--- src/rtl/fetch_pkg.sv ---
// Shared types and constants for the instruction fetch sequencer.
package fetch_pkg;

    typedef enum logic [1:0] {
        IDLE,
        WAIT,
        DONE,
        FAULT
    } fetch_state_t;

    localparam logic [1:0] FAULT_NONE     = 2'b00;
    localparam logic [1:0] FAULT_TIMEOUT  = 2'b01;
    localparam logic [1:0] FAULT_MISALIGN = 2'b10;

    // ADDI x0,x0,0
    localparam logic [31:0] NOP_INSN = 32'h0000_0013;

endpackage

--- src/rtl/fetch_timeout_counter.sv ---
// Bounded-wait counter for the fetch WAIT state.
// terminal_o is high while the count sits one below TIMEOUT_CYCLES, so the
// enabled edge that would reach TIMEOUT_CYCLES is the one that faults.
module fetch_timeout_counter #(
    parameter int unsigned TIMEOUT_CYCLES = 15
) (
    input  logic clk_i,
    input  logic reset_i,
    input  logic clear_i,
    input  logic enable_i,
    output logic terminal_o
);

    localparam int unsigned CW = $clog2(TIMEOUT_CYCLES + 1);

    logic [CW-1:0] count_q;

    // Count enabled cycles; clear has priority over enable.
    always_ff @(posedge clk_i) begin
        if (reset_i || clear_i) begin
            count_q <= '0;
        end else if (enable_i) begin
            count_q <= count_q + 1'b1;
        end
    end

    assign terminal_o = (count_q == CW'(TIMEOUT_CYCLES - 1));

endmodule

--- src/rtl/instruction_fetch.sv ---
// Multi-cycle instruction fetch sequencer: reads one word over a ready
// handshake, captures it into the IR and records its PC.
// Optional feature macro: FETCH_MISALIGN_TRAP_EN (misaligned PC faults
// with code 10 instead of being silently word-aligned).
module instruction_fetch
    import fetch_pkg::*;
#(
    parameter int unsigned            DATA_WIDTH     = 32,
    parameter logic [DATA_WIDTH-1:0]  RESET_VECTOR   = '0,
    parameter int unsigned            TIMEOUT_CYCLES = 15
) (
    input  logic                  clk_i,
    input  logic                  reset_i,
    input  logic                  fetch_req_i,
    input  logic [DATA_WIDTH-1:0] pc_i,
    output logic                  mem_rd_o,
    output logic [DATA_WIDTH-1:0] mem_addr_o,
    input  logic                  mem_ready_i,
    input  logic [DATA_WIDTH-1:0] mem_data_i,
    output logic [DATA_WIDTH-1:0] ir_o,
    output logic [DATA_WIDTH-1:0] pc_prev_o,
    output logic                  ir_valid_o,
    output logic                  busy_o,
    output logic                  fault_o,
    output logic [1:0]            fault_code_o
);

    fetch_state_t          state_q, state_d;
    logic [DATA_WIDTH-1:0] mem_addr_q;
    logic [DATA_WIDTH-1:0] pc_latch_q;
    logic [DATA_WIDTH-1:0] ir_q;
    logic [DATA_WIDTH-1:0] pc_prev_q;
    logic                  fault_q;
    logic [1:0]            fault_code_q;

    logic count_clear;
    logic count_en;
    logic count_tc;
    logic req_misaligned;
    logic accept;

`ifdef FETCH_MISALIGN_TRAP_EN
    assign req_misaligned = |pc_i[1:0];
`else
    assign req_misaligned = 1'b0;
`endif

    assign accept = (state_q == IDLE) && fetch_req_i;

    fetch_timeout_counter #(
        .TIMEOUT_CYCLES(TIMEOUT_CYCLES)
    ) u_timeout (
        .clk_i     (clk_i),
        .reset_i   (reset_i),
        .clear_i   (count_clear),
        .enable_i  (count_en),
        .terminal_o(count_tc)
    );

    // State register.
    always_ff @(posedge clk_i) begin
        if (reset_i) begin
            state_q <= IDLE;
        end else begin
            state_q <= state_d;
        end
    end

    // Next-state and timeout counter control; ready beats the terminal count.
    always_comb begin
        state_d     = state_q;
        count_clear = 1'b0;
        count_en    = 1'b0;
        case (state_q)
            IDLE: begin
                if (fetch_req_i) begin
                    count_clear = 1'b1;
                    state_d     = req_misaligned ? FAULT : WAIT;
                end
            end
            WAIT: begin
                if (mem_ready_i) begin
                    state_d = DONE;
                end else begin
                    count_en = 1'b1;
                    if (count_tc) begin
                        state_d = FAULT;
                    end
                end
            end
            DONE:    state_d = IDLE;
            FAULT:   state_d = IDLE;
            default: state_d = IDLE;
        endcase
    end

    // Address/PC latch, IR capture and sticky fault bookkeeping.
    always_ff @(posedge clk_i) begin
        if (reset_i) begin
            mem_addr_q   <= RESET_VECTOR;
            pc_latch_q   <= RESET_VECTOR;
            ir_q         <= DATA_WIDTH'(NOP_INSN);
            pc_prev_q    <= RESET_VECTOR;
            fault_q      <= 1'b0;
            fault_code_q <= FAULT_NONE;
        end else if (accept) begin
            if (req_misaligned) begin
                fault_q      <= 1'b1;
                fault_code_q <= FAULT_MISALIGN;
            end else begin
                mem_addr_q   <= {pc_i[DATA_WIDTH-1:2], 2'b00};
                pc_latch_q   <= pc_i;
                fault_q      <= 1'b0;
                fault_code_q <= FAULT_NONE;
            end
        end else if (state_q == WAIT) begin
            if (mem_ready_i) begin
                ir_q      <= mem_data_i;
                pc_prev_q <= pc_latch_q;
            end else if (count_tc) begin
                fault_q      <= 1'b1;
                fault_code_q <= FAULT_TIMEOUT;
            end
        end
    end

    assign mem_rd_o     = (state_q == WAIT);
    assign mem_addr_o   = mem_addr_q;
    assign ir_o         = ir_q;
    assign pc_prev_o    = pc_prev_q;
    assign ir_valid_o   = (state_q == DONE);
    assign busy_o       = (state_q != IDLE);
    assign fault_o      = fault_q;
    assign fault_code_o = fault_code_q;

endmodule
--- config.mk ---
export PLATFORM = sky130hd
export DESIGN_NAME = instruction_fetch
export DESIGN_NICKNAME = d
export VERILOG_FILES = /design/src/rtl/fetch_pkg.sv /design/src/rtl/fetch_timeout_counter.sv /design/src/rtl/instruction_fetch.sv
export SDC_FILE = /design/constraint.sdc
export NUM_CORES = 1
export LEC_CHECK = 0
export CAP_MARGIN = 20
export CORE_UTILIZATION = 45
export DETAILED_ROUTE_END_ITERATION = 8
export PLACE_DENSITY = 0.88
export SYNTH_ARGS = -nofsm -noshare
export SYNTH_HDL_FRONTEND = slang
export SYNTH_SLANG_ARGS = --single-unit
--- constraint.sdc ---
create_clock -name clk_i -period 2.7 [get_ports clk_i]
set_input_delay 0.27 -clock clk_i [delete_from_list [all_inputs] [get_ports clk_i]]
set_output_delay 0.27 -clock clk_i [all_outputs]
set_load 0.005 [all_outputs]
* Yosys cells after proc, flatten, opt, wreduce, memory -nomap -nowiden *
Index checks and enable logic that the tools add are counted.

word-level totals
  flip-flop bits (word level) = 133
  input port bits = 68

cells by class
  reduce and logical (&&, ||, !) cells = 9
  add/subtract/negate cells = 1
  eq/ne operators = 6
  bitwise logic cells = 2
  multiplexer cells = 8

operator list
  operator               count
  $mux W2                3
  $pmux W2 S3            1
  $reduce_and A3 Y1      2
  $add A4 B1 Y4 const B  1
  $eq A2 B2 Y1 const B   2
  $eq A4 B4 Y1 const B   1
  $mux W1                4
  $reduce_or A2 Y1       2
  $ne A3 B1 Y1 const B   1
  $eq A2 B1 Y1 const B   1
  $logic_not A2 Y1       1
  $ne A2 B2 Y1 const B   1
  $not A1 Y1             2
  $reduce_and A2 Y1      1
  $reduce_bool A2 Y1     1
  $logic_and A1 B1 Y1    1
  $logic_or A1 B1 Y1     1

* Depth between registers and ports, before layout *
  depth after elaboration = 4
  mapped depth = 5

* By module *
From an unflattened synthesis, not the netlist that was laid out.

unflattened totals
  cell total of the unflattened synthesis = 451
  area total of the unflattened synthesis = 4663.2 sq um

by module, submodules not included
  module                 seq. area each (sq um)  area an instance (sq um)  cells each  times used
  instruction_fetch      1981.9                  4465.5                    431         1
  fetch_timeout_counter  80.1                    197.7                     20          1

* Least setup slack after synthesis *
Ideal clock, no wire load.

  path type = register to register
  start point = reg state_q[1]
  end point = reg pc_latch_q[10]
  period minus slack after synthesis = 1309 ps
  library setup time = 128 ps
  slack = 1391 ps
  path buffers = 2
  data arrival time = 1182 ps
  required time = 2572 ps
  stages on the path, launching flop included = 6
  path through = dfxtp_1 -> nor3b_2 -> buf_4 -> buf_6 -> mux2i_1 -> nor2_1

between the ends
  longest elaborated chain between the ends = 2

RTL lines
  element                 RTL line                  RTL
  from (decl)             instruction_fetch.sv:28   fetch_state_t state_q, state_d;
  from (signal assigned)  instruction_fetch.sv:65   state_q <= state_d;
  $logic_not A2 Y1        instruction_fetch.sv:48   assign accept = (state_q == IDLE) && fetch_req_i;
  $logic_and A1 B1 Y1     instruction_fetch.sv:48
  to (signal assigned)    instruction_fetch.sv:112  pc_latch_q <= pc_i;
  to (decl)               instruction_fetch.sv:30   logic [DATA_WIDTH-1:0] pc_latch_q;

Every way passes these cells.
A chain may end at the register's enable or synchronous reset.

* Worst setup path after layout *
  start point = reg state_q[0]
  end point = out mem_rd_o

between the ends
  longest elaborated chain between the ends = 1

RTL lines
  element       RTL line                  RTL
  $eq A2 B1 Y1  instruction_fetch.sv:127  assign mem_rd_o = (state_q == WAIT);
  to (decl)     instruction_fetch.sv:16   output logic mem_rd_o,

Every way passes these cells.

==> metrics.json <==
{
  "worst_setup_path": {
    "worstSetupStartpointType": "flip-flop",
    "worst_path_dominant_cell_family": "buffers and inverters",
    "end_kind": "output pin",
    "worst_path_largest_cell_delay_ns": 0.53,
    "cp_data_required_time_ns": 2.43,
    "crit_buf_inv": 1,
    "worst-endpoint-arrival_ns": 1.60,
    "worst_r2r_path_depth": 4,
    "timing.rr.end": "u_timeout.count_q[3]",
    "r2r_slack_ns": 1.21,
    "timing.critical_path.fanout_max": 8,
    "crit-reg2reg-launch": "state_q[1]",
    "criticalPathCategory": "reg -> out",
    "list_of_cells_traversed_by_the_critical_path": "nor2b_1 > clkdlybuf4s50_1",
    "critPathSlowestCell": "clkdlybuf4s50_1"
  },
  "status": {
    "outcome": "finished clean"
  },
  "floorplan": {
    "core_area_um2": 8340,
    "initial_core_util_pct": 47.1,
    "rows": 33,
    "pin_count": 170,
    "fp.dieW_um": 95.4,
    "design.die.area_um2": 9100,
    "die_y_um": 95.4
  },
  "power": {
    "cellPowerDensity_nw_per_um2": 526,
    "leakagePower_uw": 0.00202,
    "vdd.ir_drop.worst_mv": 0.357
  },
  "synth": {
    "mappedNetlistArea_um2": 3930,
    "avgSynthCellArea_um2": 8.73,
    "synth-seq-cells": 103,
    "synth_cell_types": 27,
    "postSynthCellCount": 450,
    "post-synth-top-area-fraction_pct": 52.5,
    "yosysTopAreaCell": "dfxtp_1",
    "yosys_warns": 0,
    "synth_sequential_area_ratio_pct": 52.5,
    "ys_top_cells_by_area": "dfxtp_1, nand2_1, mux2i_1, a21oi_1, buf_4"
  },
  "drt": {
    "ant_nets": 0,
    "drt_pre_antenna_iters": 4,
    "drt_drc_violations_left": 0,
    "vias_per_cell": 4.93,
    "detailedRoute.firstIterationViolations": 132,
    "wl_per_cell_um": 14.1,
    "route.final.wire_length_um": 9580,
    "via_count": 3354
  },
  "sta": {
    "worst_slew_margin_rel_pct": 31.3,
    "finalSetupTns_ns": 0,
    "setup_viol": 0,
    "unrepaired_setup_endpoints_after_global_routing": "false",
    "final_hold_viol_count": 0,
    "final_slew_viol_count": 0,
    "worstMarginPinSlew_ns": 1.03,
    "clock_skew_ns": 0.00988,
    "period_needed_ns": 1.87,
    "period_utilization_post_route_pct": 69.1,
    "fmax_mhz": 536,
    "final_critical_path_setup_slack_ns": 0.835
  },
  "global_routing": {
    "grt_usage_pct": 20.9,
    "grt_first_pass_wirelength_um": 14700,
    "antenna_found_initial": 0,
    "grt_remaining_overflow": 0,
    "via_count_of_the_first_global_routing_pass": 3217,
    "pin_count_of_the_biggest_net_entering_global_routing": 105
  },
  "clock_network": {
    "clock_slew_seen_by_the_registers_of_the_worst_setup_and_hold_paths_ns": 0.10,
    "cts.root.buffer_cell": "clkbuf_8",
    "cts_hold_buf": 0,
    "tritoncts_clock_tree": "yes",
    "cts_made_buffers": 9,
    "post_cts_resize_count": 0,
    "deepest_clock_path_buffer_count": 2,
    "post-cts-setup-buffers": 0,
    "cts_num_sinks": 103,
    "clock_insertion_delay_worst_skew_ns": 0.36,
    "cts_max_level": 3
  },
  "place": {
    "dp_worst_setup_slack_ns": 0.904,
    "portbufs": 166,
    "routabilityCongestion": 0.699,
    "dp.final_hpwl_um": 6600,
    "post_dp_cell_area_um2": 5380,
    "place.detailed.instances": 665
  },
  "final_layout": {
    "final_cell_mix": "clkdlybuf4s50_1, nand2_1, dfxtp_1",
    "finish.cell_count_without_fillers": 681,
    "layout_commonest_cell": "clkdlybuf4s50_1",
    "share_of_layout_cells_above_drive_strength_1_pct": 4.69,
    "antenna_cells": 0,
    "stdcell_area_um2": 5560,
    "net_count_final": 641,
    "syn_to_final_growth_pct": 41.7
  },
  "min_path": {
    "hold_end": "ir_o[30]",
    "holdPathStages": 3,
    "hold_path.startpoint": "mem_data_i[30]",
    "worst_hold_path_type": "in -> reg"
  },
  "run": {
    "drv.max_cap_violation_count": 0
  }
}
[through the flow]
step / hold slack, ns / total power, uW / util (%)
2_1_floorplan: 0.352 / 1860 / -
3_3_place_gp: 0.436 / 2060 / 64.5
3_5_place_dp: 0.446 / 2080 / 64.5
4_1_cts: 0.419 / 2960 / 66.7
5_1_grt: 0.429 / 3060 / 66.7
6_report: 0.443 / 2930 / 66.7
[synthesized netlist by cell type]
cell type / n
or2_2: 1
a41oi_1: 1
nor4bb_1: 1
dfxtp_1: 103
conb_1: 1
nor3b_2: 1
buf_6: 1
mux2i_1: 32
nand4_1: 1
nand2_1: 128
nor3b_1: 2
a21oi_1: 61
a2111oi_1: 1
clkbuf_1: 11
nand3b_1: 4
nor3_1: 4
nor2_1: 35
nor3b_4: 1
buf_2: 14
buf_4: 37
a31oi_1: 1
xnor2_1: 2
ha_1: 2
mux2_2: 1
inv_1: 1
and3b_1: 1
nor2b_1: 2
[flip-flops by register name, summed over array words and instances, names as in the netlist]
| name | cells |
|---|---|
| state_q | 2 |
| ir_o | 32 |
| pc_prev_o | 32 |
| fault_o | 1 |
| mem_addr_o | 1 |
| u_timeout.count_q | 4 |
| pc_latch_q | 31 |
[cell type report]
| cell class | instances | area [um^2] |
|---|---|---|
| fill | 679 | 2780 |
| sequential | 103 | 2060 |
| timing repair buffer | 171 | 1710 |
| multi-input combinational | 285 | 1480 |
| tap | 105 | 131 |
| clock buffer | 9 | 124 |
| clock inverter | 7 | 56.3 |
| inverter | 1 | 3.75 |
[layer usage]
layer	vias to the layer above	track usage, %	wire length [um]
li1	1658	-	-
met1	1547	22.4	3840
met2	135	37.5	4670
met3	14	6.78	899
met4	0	9.08	164
met5	-	0	0
[power by group]
part	leakage, uW	internal, uW	switching [uW]
clock network	0.0000906	347	541
logic	0.00109	250	166
registers	0.000838	1580	42.9
total	0.00202	2180	749
[cell families after synthesis]
group | after synthesis | synth area share, %
and+or+nand+nor | 181 | 19.2
DFF | 103 | 52.5
AOI/OAI and AO/OA | 64 | 8.41
buffers and inverters | 64 | 10.3
muxes | 33 | 8.44
adders and majority gates | 2 | 0.637
xor gates and xnor gates | 2 | 0.446
other | 1 | 0.0955
[worst max path at each step]
stage,cells after the start,startpoint,to,slack (ns)
after floorplan,5,state_q[1],pc_latch_q[10],1.39
after global placement,5,fetch_req_i,u_timeout.count_q[3],0.96
after detailed placement,5,mem_ready_i,ir_o[31],0.90
after CTS,2,state_q[0],mem_rd_o,0.81
after global routing,2,state_q[0],mem_rd_o,0.70
final,2,state_q[0],mem_rd_o,0.83
[tightest hold or removal path, delay by kind of cell]
family | cells | cell delay (ns)
buf+inv | 1 | 0.40
compound gates | 1 | 0.05
simple gates | 1 | 0.05
No activity file was read; power rests on OpenSTA's default activity.
